$ cat config.mk
export PLATFORM = sky130hd
export DESIGN_NAME = truth_table_sequencer_flat
export DESIGN_NICKNAME = d
export VERILOG_FILES = /design/src/rtl/truth_table_sequencer_if.sv /design/src/rtl/truth_table_sequencer.sv /design/src/flat_wrapper.sv
export SDC_FILE = /design/constraint.sdc
export NUM_CORES = 1
export LEC_CHECK = 0
export CAP_MARGIN = 30
export CELL_PAD_IN_SITES_DETAIL_PLACEMENT = 1
export CELL_PAD_IN_SITES_GLOBAL_PLACEMENT = 1
export CORE_MARGIN = 3
export CORE_UTILIZATION = 39
export CTS_BUF_LIST = sky130_fd_sc_hd__clkbuf_8
export CTS_CLUSTER_DIAMETER = 50
export DETAILED_ROUTE_END_ITERATION = 6
export GPL_TIMING_DRIVEN = 0
export PLACE_DENSITY = 0.75
export SYNTH_ARGS = -nofsm -noshare
export SYNTH_HDL_FRONTEND = slang
export SYNTH_SLANG_ARGS = --single-unit
$ cat constraint.sdc
create_clock -name clk -period 2.9 [get_ports clk]
set_input_delay 0.725 -clock clk [delete_from_list [all_inputs] [get_ports clk]]
set_output_delay 0.725 -clock clk [all_outputs]
set_load 0.05 [all_outputs]
$ cat src/rtl/truth_table_sequencer_if.sv
// Bundle of signals between a truth-table sequencer, its controller and the
// 2-input gate network it exercises.
//   start      controller -> sequencer : sweep request (only honoured in IDLE)
//   expected   controller -> sequencer : expected table, index {a,b}, a = MSB
//   dut_y      gate       -> sequencer : output of the network under test
//   dut_a/b    sequencer  -> gate      : network inputs
//   busy       sequencer  -> controller: sweep in progress
//   done       sequencer  -> controller: one-cycle completion pulse
//   table_out  sequencer  -> controller: captured truth table
//   pass       sequencer  -> controller: table matched expected
//   err_cnt    sequencer  -> controller: number of mismatching bits
interface truth_table_sequencer_if;
    logic       start;
    logic [3:0] expected;
    logic       dut_y;
    logic       dut_a;
    logic       dut_b;
    logic       busy;
    logic       done;
    logic [3:0] table_out;
    logic       pass;
    logic [2:0] err_cnt;

    modport master (
        output start, expected, dut_y,
        input  dut_a, dut_b, busy, done, table_out, pass, err_cnt
    );

    modport slave (
        input  start, expected, dut_y,
        output dut_a, dut_b, busy, done, table_out, pass, err_cnt
    );
endinterface

$ cat src/rtl/truth_table_sequencer.sv
// Truth-table sequencer: on start, walks a 2-input gate network through the
// input vectors 00, 01, 10, 11, holds each vector SETTLE cycles plus one
// sample cycle, captures the network output per vector and finally compares
// the table with the expected pattern latched at start.
// Ports:
//   clk    rising-edge clock
//   rst_n  synchronous active-low reset
//   bus    slave side of truth_table_sequencer_if (see interface header)
// Parameter:
//   SETTLE drive cycles per vector before the sample cycle, legal 1..15
module truth_table_sequencer #(
    parameter int SETTLE = 2
) (
    input  logic                   clk,
    input  logic                   rst_n,
    truth_table_sequencer_if.slave bus
);

    typedef enum logic [1:0] {
        ST_IDLE   = 2'd0,
        ST_DRIVE  = 2'd1,
        ST_SAMPLE = 2'd2,
        ST_FINISH = 2'd3
    } state_t;

    localparam logic [3:0] SETTLE_LAST = 4'(SETTLE - 1);

    // Number of set bits in a 4-bit vector.
    function automatic logic [2:0] popcount4(input logic [3:0] v);
        popcount4 = {2'b00, v[0]} + {2'b00, v[1]} + {2'b00, v[2]} + {2'b00, v[3]};
    endfunction

    state_t     state_r;
    logic [1:0] idx_r;
    logic [3:0] cnt_r;
    logic [3:0] exp_q_r;
    logic       dut_a_r;
    logic       dut_b_r;
    logic       busy_r;
    logic       done_r;
    logic [3:0] table_out_r;
    logic       pass_r;
    logic [2:0] err_cnt_r;

    // Final table as it will stand after the last sample: the live dut_y
    // supplies bit 3, which is not yet written into table_out_r.
    logic [3:0] final_table_s;
    logic [3:0] mismatch_s;

    assign final_table_s = {bus.dut_y, table_out_r[2:0]};
    assign mismatch_s    = final_table_s ^ exp_q_r;

    // Sequencer FSM; all outputs are registered and set on state entry.
    always_ff @(posedge clk) begin
        if (!rst_n) begin
            state_r     <= ST_IDLE;
            idx_r       <= 2'd0;
            cnt_r       <= 4'd0;
            exp_q_r     <= 4'd0;
            dut_a_r     <= 1'b0;
            dut_b_r     <= 1'b0;
            busy_r      <= 1'b0;
            done_r      <= 1'b0;
            table_out_r <= 4'd0;
            pass_r      <= 1'b0;
            err_cnt_r   <= 3'd0;
        end else begin
            case (state_r)
                ST_IDLE: begin
                    dut_a_r <= 1'b0;
                    dut_b_r <= 1'b0;
                    done_r  <= 1'b0;
                    if (bus.start) begin
                        exp_q_r     <= bus.expected;
                        table_out_r <= 4'd0;
                        pass_r      <= 1'b0;
                        err_cnt_r   <= 3'd0;
                        idx_r       <= 2'd0;
                        cnt_r       <= 4'd0;
                        busy_r      <= 1'b1;
                        state_r     <= ST_DRIVE;
                    end else begin
                        busy_r  <= 1'b0;
                        state_r <= ST_IDLE;
                    end
                end

                ST_DRIVE: begin
                    cnt_r <= cnt_r + 4'd1;
                    if (cnt_r == SETTLE_LAST) begin
                        state_r <= ST_SAMPLE;
                    end else begin
                        state_r <= ST_DRIVE;
                    end
                end

                ST_SAMPLE: begin
                    table_out_r[idx_r] <= bus.dut_y;
                    if (idx_r == 2'd3) begin
                        // Last vector: the verdict uses the live sample.
                        pass_r    <= (mismatch_s == 4'd0);
                        err_cnt_r <= popcount4(mismatch_s);
                        busy_r    <= 1'b0;
                        done_r    <= 1'b1;
                        dut_a_r   <= 1'b0;
                        dut_b_r   <= 1'b0;
                        state_r   <= ST_FINISH;
                    end else begin
                        idx_r              <= idx_r + 2'd1;
                        {dut_a_r, dut_b_r} <= idx_r + 2'd1;
                        cnt_r              <= 4'd0;
                        state_r            <= ST_DRIVE;
                    end
                end

                ST_FINISH: begin
                    // start is deliberately not looked at here.
                    done_r  <= 1'b0;
                    state_r <= ST_IDLE;
                end

                default: begin
                    state_r <= ST_IDLE;
                    idx_r   <= 2'd0;
                    cnt_r   <= 4'd0;
                    dut_a_r <= 1'b0;
                    dut_b_r <= 1'b0;
                    busy_r  <= 1'b0;
                    done_r  <= 1'b0;
                end
            endcase
        end
    end

    assign bus.dut_a     = dut_a_r;
    assign bus.dut_b     = dut_b_r;
    assign bus.busy      = busy_r;
    assign bus.done      = done_r;
    assign bus.table_out = table_out_r;
    assign bus.pass      = pass_r;
    assign bus.err_cnt   = err_cnt_r;

endmodule

$ cat src/flat_wrapper.sv
// flat-port wrapper written by rule: the top's interface ports become plain ports
module truth_table_sequencer_flat 
#(
    parameter int SETTLE = 2
)
  (clk, rst_n, bus_start, bus_expected, bus_dut_y, bus_dut_a, bus_dut_b, bus_busy, bus_done, bus_table_out, bus_pass, bus_err_cnt);
  truth_table_sequencer_if bus_i ();
  input  logic clk;
  input  logic rst_n;
  input wire logic [$bits(bus_i.start)-1:0] bus_start;
  input wire logic [$bits(bus_i.expected)-1:0] bus_expected;
  input wire logic [$bits(bus_i.dut_y)-1:0] bus_dut_y;
  output wire logic [$bits(bus_i.dut_a)-1:0] bus_dut_a;
  output wire logic [$bits(bus_i.dut_b)-1:0] bus_dut_b;
  output wire logic [$bits(bus_i.busy)-1:0] bus_busy;
  output wire logic [$bits(bus_i.done)-1:0] bus_done;
  output wire logic [$bits(bus_i.table_out)-1:0] bus_table_out;
  output wire logic [$bits(bus_i.pass)-1:0] bus_pass;
  output wire logic [$bits(bus_i.err_cnt)-1:0] bus_err_cnt;
  assign bus_i.start = bus_start;
  assign bus_i.expected = bus_expected;
  assign bus_i.dut_y = bus_dut_y;
  assign bus_dut_a = bus_i.dut_a;
  assign bus_dut_b = bus_i.dut_b;
  assign bus_busy = bus_i.busy;
  assign bus_done = bus_i.done;
  assign bus_table_out = bus_i.table_out;
  assign bus_pass = bus_i.pass;
  assign bus_err_cnt = bus_i.err_cnt;
  truth_table_sequencer #(.SETTLE(SETTLE)) u_core (.clk(clk), .rst_n(rst_n), .bus(bus_i));
endmodule
After elaboration in Yosys (flattened, before gate mapping)

Cells that the tools add are included.

Add/subtract/negate cells: 5
Multipliers: 0
Divide/modulo/power cells: 0
Order comparisons: 2
Eq/ne operators: 8
Shifts and indexed selects: 0
Multiplexer cells: 29
Bitwise gates (word level): 1
Reduce and logical (&&, ||, !) cells: 14

Operators with widths:

| cell                | count |
|---|---|
| $pmux 4 s3          | 1 |
| $pmux 1 s2          | 5 |
| $mux 1              | 9 |
| $reduce_and 3->1    | 3 |
| $mux 2              | 4 |
| $mux 4              | 2 |
| $pmux 2 s4          | 1 |
| $pmux 4 s2          | 1 |
| $reduce_and 2->1    | 4 |
| $add 3x1->3         | 2 |
| $eq 2x2->1 const B  | 3 |
| $mux 3              | 2 |
| $pmux 3 s2          | 1 |
| $add 4x1->4 const B | 1 |
| $bwmux 4            | 1 |
| $eq 4x1->1 const B  | 1 |
| $logic_not 4->1     | 1 |
| $ne 2x2->1 const B  | 2 |
| $pmux 2 s2          | 1 |
| $reduce_bool 2->1   | 2 |
| $xor 4x4->4         | 1 |
| $lt 2x3->1 const B  | 1 |
| $reduce_bool 3->1   | 1 |
| $add 1x1->2         | 1 |
| other kinds (8)     | 8 |

Register bits: 24
Bits in latches: 0
Memory bits (writable): 0
ROM bits: 0
Output and inout bits: 12
Logic and storage cells: 70
Memories: 0

Depth between registers and ports, before layout

Word-level depth: 6
Gate-level depth with buffers: 9
Gate-level depth less buffers: 9

Worst setup path after synthesis

No wires, ideal clock.

Path type: register to register
From: register u_core.table_out_r[1], in the netlist u_core.bus.table_out[1]
To: register u_core.err_cnt_r[1], in the netlist u_core.bus.err_cnt[1]
Library setup time: 0.123 ns
Data arrival time: 1.994 ns
Data required time: 2.777 ns
Slack: 0.783 ns
Stages on the path, launching flop included: 10
Path buffers: 0
Clock period less this slack: 2.117 ns
Cells stage by stage: dfxtp_1 xor2_1 inv_1 ha_1 inv_1 fa_1 inv_1 ha_1 nand4_1 a21boi_0

Word-level cells in the longest chain between the ends: 6

Ends and longest elaborated chain:

| element                          | line                         | text |
|---|---|---|
| start: declaration               | truth_table_sequencer.sv:41  | `logic [3:0] table_out_r;` |
| start signal: indexed assignment | truth_table_sequencer.sv:98  | `table_out_r[idx_r] <= bus.dut_y;` |
| $xor 4x4->4                      | truth_table_sequencer.sv:51  | `assign mismatch_s = final_table_s ^ exp_q_r;` |
| $add 1x1->2                      | truth_table_sequencer.sv:30  | `popcount4 = {2'b00, v[0]} + {2'b00, v[1]} + {2'b00, v[2]} + {2'b00, v[3]};` |
| $add 3x1->3 (2 in series)        | truth_table_sequencer.sv:30  |  |
| $mux 3                           | truth_table_sequencer.sv:99  | `if (idx_r == 2'd3) begin` |
| $pmux 3 s2                       | truth_table_sequencer.sv:68  | `case (state_r)` |
| end signal: assignment           | truth_table_sequencer.sv:102 | `err_cnt_r <= popcount4(mismatch_s);` |
| end: declaration                 | truth_table_sequencer.sv:43  | `logic [2:0] err_cnt_r;` |

No other way between the ends. The select of a mux whose other input is x is not followed.
A chain may end at the register's enable or synchronous reset.

Worst setup path after layout

From: input port bus_dut_y
To: register u_core.err_cnt_r[1], in the netlist u_core.bus.err_cnt[1]

Word-level cells in the longest chain between the ends: 4

Ends and longest elaborated chain:

| element            | line                        | text |
|---|---|---|
| start: declaration | flat_wrapper.sv:12          | `input wire logic [$bits(bus_i.dut_y)-1:0] bus_dut_y;` |
| $xor 4x4->4        | truth_table_sequencer.sv:51 |  |
| $add 3x1->3        | truth_table_sequencer.sv:30 |  |
| $mux 3             | truth_table_sequencer.sv:99 |  |
| $pmux 3 s2         | truth_table_sequencer.sv:68 |  |

No other way between the ends. The select of a mux whose other input is x is not followed.

==> impl_metrics.tcl <==
set metrics [dict create \
    nNetsFinal 197 \
    grt_usage_pct 16.5 \
    total_power_mw 0.634 \
    vias 1089 \
    synth-seq-area-share_pct 36.9 \
    crit_path_top_delay_cell "clkdlybuf4s50_1" \
    synth.area.top_cells "dfxtp_1, ha_1, nand2_1, a21boi_0, nand3_1" \
    layout_min_cycle_time_ns 2.22 \
    path_class "input pin to flop" \
    reg2reg_slack_ns 0.94 \
    cp_cell_sequence "clkdlybuf4s50_1, xnor2_1, fa_1, inv_1, ha_1, nand4_1, a21boi_0" \
    initial_utilization_pct 41.6 \
    post_drt_wl_per_cell_microns 14.3 \
    max_freq_mhz 451 \
    clock-sinks 24 \
    power.density_nw_per_um2 399 \
    layout-drive-gt1-share_pct 6.36 \
    rr_startpoint "u_core.state_r[0]" \
    tightest_slew_ns 0.498 \
    r2r_end "u_core.cnt_r[3]" \
    drt-total-wl_mm 3.11 \
    cp-endpoint "u_core.bus.err_cnt[1]" \
    gr-total-overflow 0 \
    cp.depth 7 \
    syn_area_sq_um 1300 \
    syn_area_per_cell_sq_um 8.63 \
    synth_top_area_share_pct 36.9 \
    setup_tns_ns 0 \
    via_per_inst 5.02 \
    die_w_microns 63.8 \
    seq_area_sq_um 480 \
    required_ns 3.05 \
    fillers 377 \
    critPathCaptureType "flop" \
    area_growth_pct 22.0 \
    dpl.hpwl_mm 2.50 \
    critPathTopFamily "adder cells" \
    core_area_sq_um 3130 \
    antenna_left 0 \
    hold_buffers 0 \
    path_clk_slew_ns 0.08 \
    p_leak_nw 0.592 \
    placed_area_sq_um 1550 \
    crit_start "bus_dut_y" \
    ys_ff_latch 24 \
    drt_pass1_iterations 4 \
    yosysTopAreaCell "dfxtp_1" \
    multi_input_area_sq_um 744 \
    cts_root_buf "clkbuf_8" \
    finalCritPeriodShare_pct 76.5 \
    crit_fanout 5 \
    antenna_found_initial 0 \
    first_iter_violations 15 \
    slew_headroom_pct 66.7 \
    worstSkewPairLatency_ns 0.26 \
    yosysWarnings 0 \
    cts_tree "yes" \
    hp-class "flop to flop" \
    setup_slack_ns 0.682 \
    num_rows 20 \
    critical-path-max-stage-delay_ns 0.59 \
    place_ws_ns 0.398 \
    status "finished, final reports clean" \
    grt_pass1_wl_mm 5.25 \
    timing.hold.ws_ns 0.461 \
    reg2reg_depth 7 \
    drc 0 \
    yosysUniqueCellTypes 35 \
    setup_viol 0 \
    rsz0062_at_grt "false" \
    synthCells 151 \
    critPathLaunchType "input pin" \
    hold_violations 0 \
    drv_slew 0 \
    ctsLongestPathBuffers 2 \
    ios 20 \
    cap_violations 0 \
    gp_congestion 0.766 \
    final_area_sq_um 1590 \
    grt_pass1_vias 1172 \
    io_buffer_count 19 \
    synth_fp_nets 173 \
    dieArea_sq_um 4070 \
    finClkSkew_ns 0.00312 \
    antenna_cells 0 \
    grt_max_degree 13 \
    peakVddDrop_v 0.000191 \
    cp_data_arrival_time_ns 2.37 \
    die_h_microns 63.8 \
    numCtsBuffers 3 \
    cts_htree_levels 1 \
    cts_setup_buffers 0 \
    cts_resized 0 \
    cp_num_buf_inv 2 \
]
metrics by stage:
step,cells,util (%)
floorplan,151,-
global placement,214,49.5
detailed placement,214,49.5
CTS,217,50.8
global route,217,50.8
finish,217,50.8
worst min path at each step:
stage / to / startpoint / cells past startpoint
5_1_grt: u_core.bus.err_cnt[1] / u_core.bus.err_cnt[1] / 2
4_1_cts: u_core.bus.err_cnt[1] / u_core.bus.err_cnt[1] / 2
3_3_place_gp: u_core.bus.err_cnt[1] / u_core.bus.err_cnt[1] / 2
3_5_place_dp: u_core.bus.err_cnt[1] / u_core.bus.err_cnt[1] / 2
6_report: u_core.bus.err_cnt[1] / u_core.bus.err_cnt[1] / 2
2_1_floorplan: u_core.exp_q_r[1] / u_core.exp_q_r[1] / 2
cells in the mapped netlist:
cell / n
o32ai_2: 1
nand4_1: 3
a21boi_0: 9
dfxtp_1: 24
nand3b_1: 1
buf_2: 2
nor2_1: 5
or2_4: 1
buf_6: 1
a22oi_1: 1
a211oi_1: 1
inv_1: 12
a32oi_1: 1
a21boi_1: 1
and2_1: 2
nor2b_4: 1
a31oi_1: 1
o21a_1: 1
nor2b_1: 6
or3_1: 1
ha_1: 13
nand2_1: 23
xor2_1: 1
a21oi_1: 8
nand3_1: 9
o22ai_1: 2
or3_4: 1
o21ai_0: 5
nand2b_1: 3
fa_1: 1
xnor2_1: 3
clkbuf_1: 3
nand4b_1: 1
nor3b_1: 2
mux2_2: 1
logic make-up after synthesis:
kind of cell | count (synthesis) | synth area share [%]
simple gates | 59 | 23.7
buf+inv | 18 | 5.96
mux | 1 | 0.864
fa+ha+maj | 14 | 14.0
compound gates | 31 | 15.9
xor+xnor | 4 | 2.69
flops | 24 | 36.9
state kept, by name, summed over array words and instances, names as in the netlist:
name,cells
u_core.bus.err_cnt,3
u_core.bus.dut_a,1
u_core.state_r,2
u_core.bus.done,1
u_core.idx_r,2
u_core.bus.busy,1
u_core.exp_q_r,4
u_core.bus.pass,1
u_core.bus.table_out,4
u_core.cnt_r,4
u_core.bus.dut_b,1
placed cells by master (no fill, tap or decap), types with 5 or more instances in the layout:
cell type and n:
nor2b_1 6, nand3_1 9, a21oi_1 8, ha_1 13, a21boi_0 9, nor2_1 5, o21ai_0 5, clkdlybuf4s50_1 19
nand2_1 23, dfxtp_1 24, inv_1 12
layout make-up:
cell class	count	share of cell area, %
multi-input cells	109	46.9
flip-flops and latches	24	30.2
repair buffers	19	12.0
well taps	44	3.46
inverters	12	2.83
clock buffers	3	2.60
plain buffers	6	2.05
per-layer routing:
| metal | GRT usage (%) | wire length, microns | vias to the layer above |
|---|---|---|---|
| met5 | 0 | 0 | - |
| met4 | 4.04 | 25 | 0 |
| met3 | 2.81 | 57 | 4 |
| met2 | 33.3 | 1720 | 13 |
| met1 | 17.2 | 1300 | 522 |
| li1 | - | - | 550 |
worst min-delay path: stages (launching register included):
cell      delay (ns)
dfxtp_1         0.31
nand2_1         0.05
a21boi_0        0.06
where the power goes:
group          total (mW)  internal (mW)  switching (mW)
combinational      0.0965         0.0425          0.0540
sequential          0.343          0.337         0.00631
clock               0.194         0.0928           0.102
(Power assumes the default switching activity.)
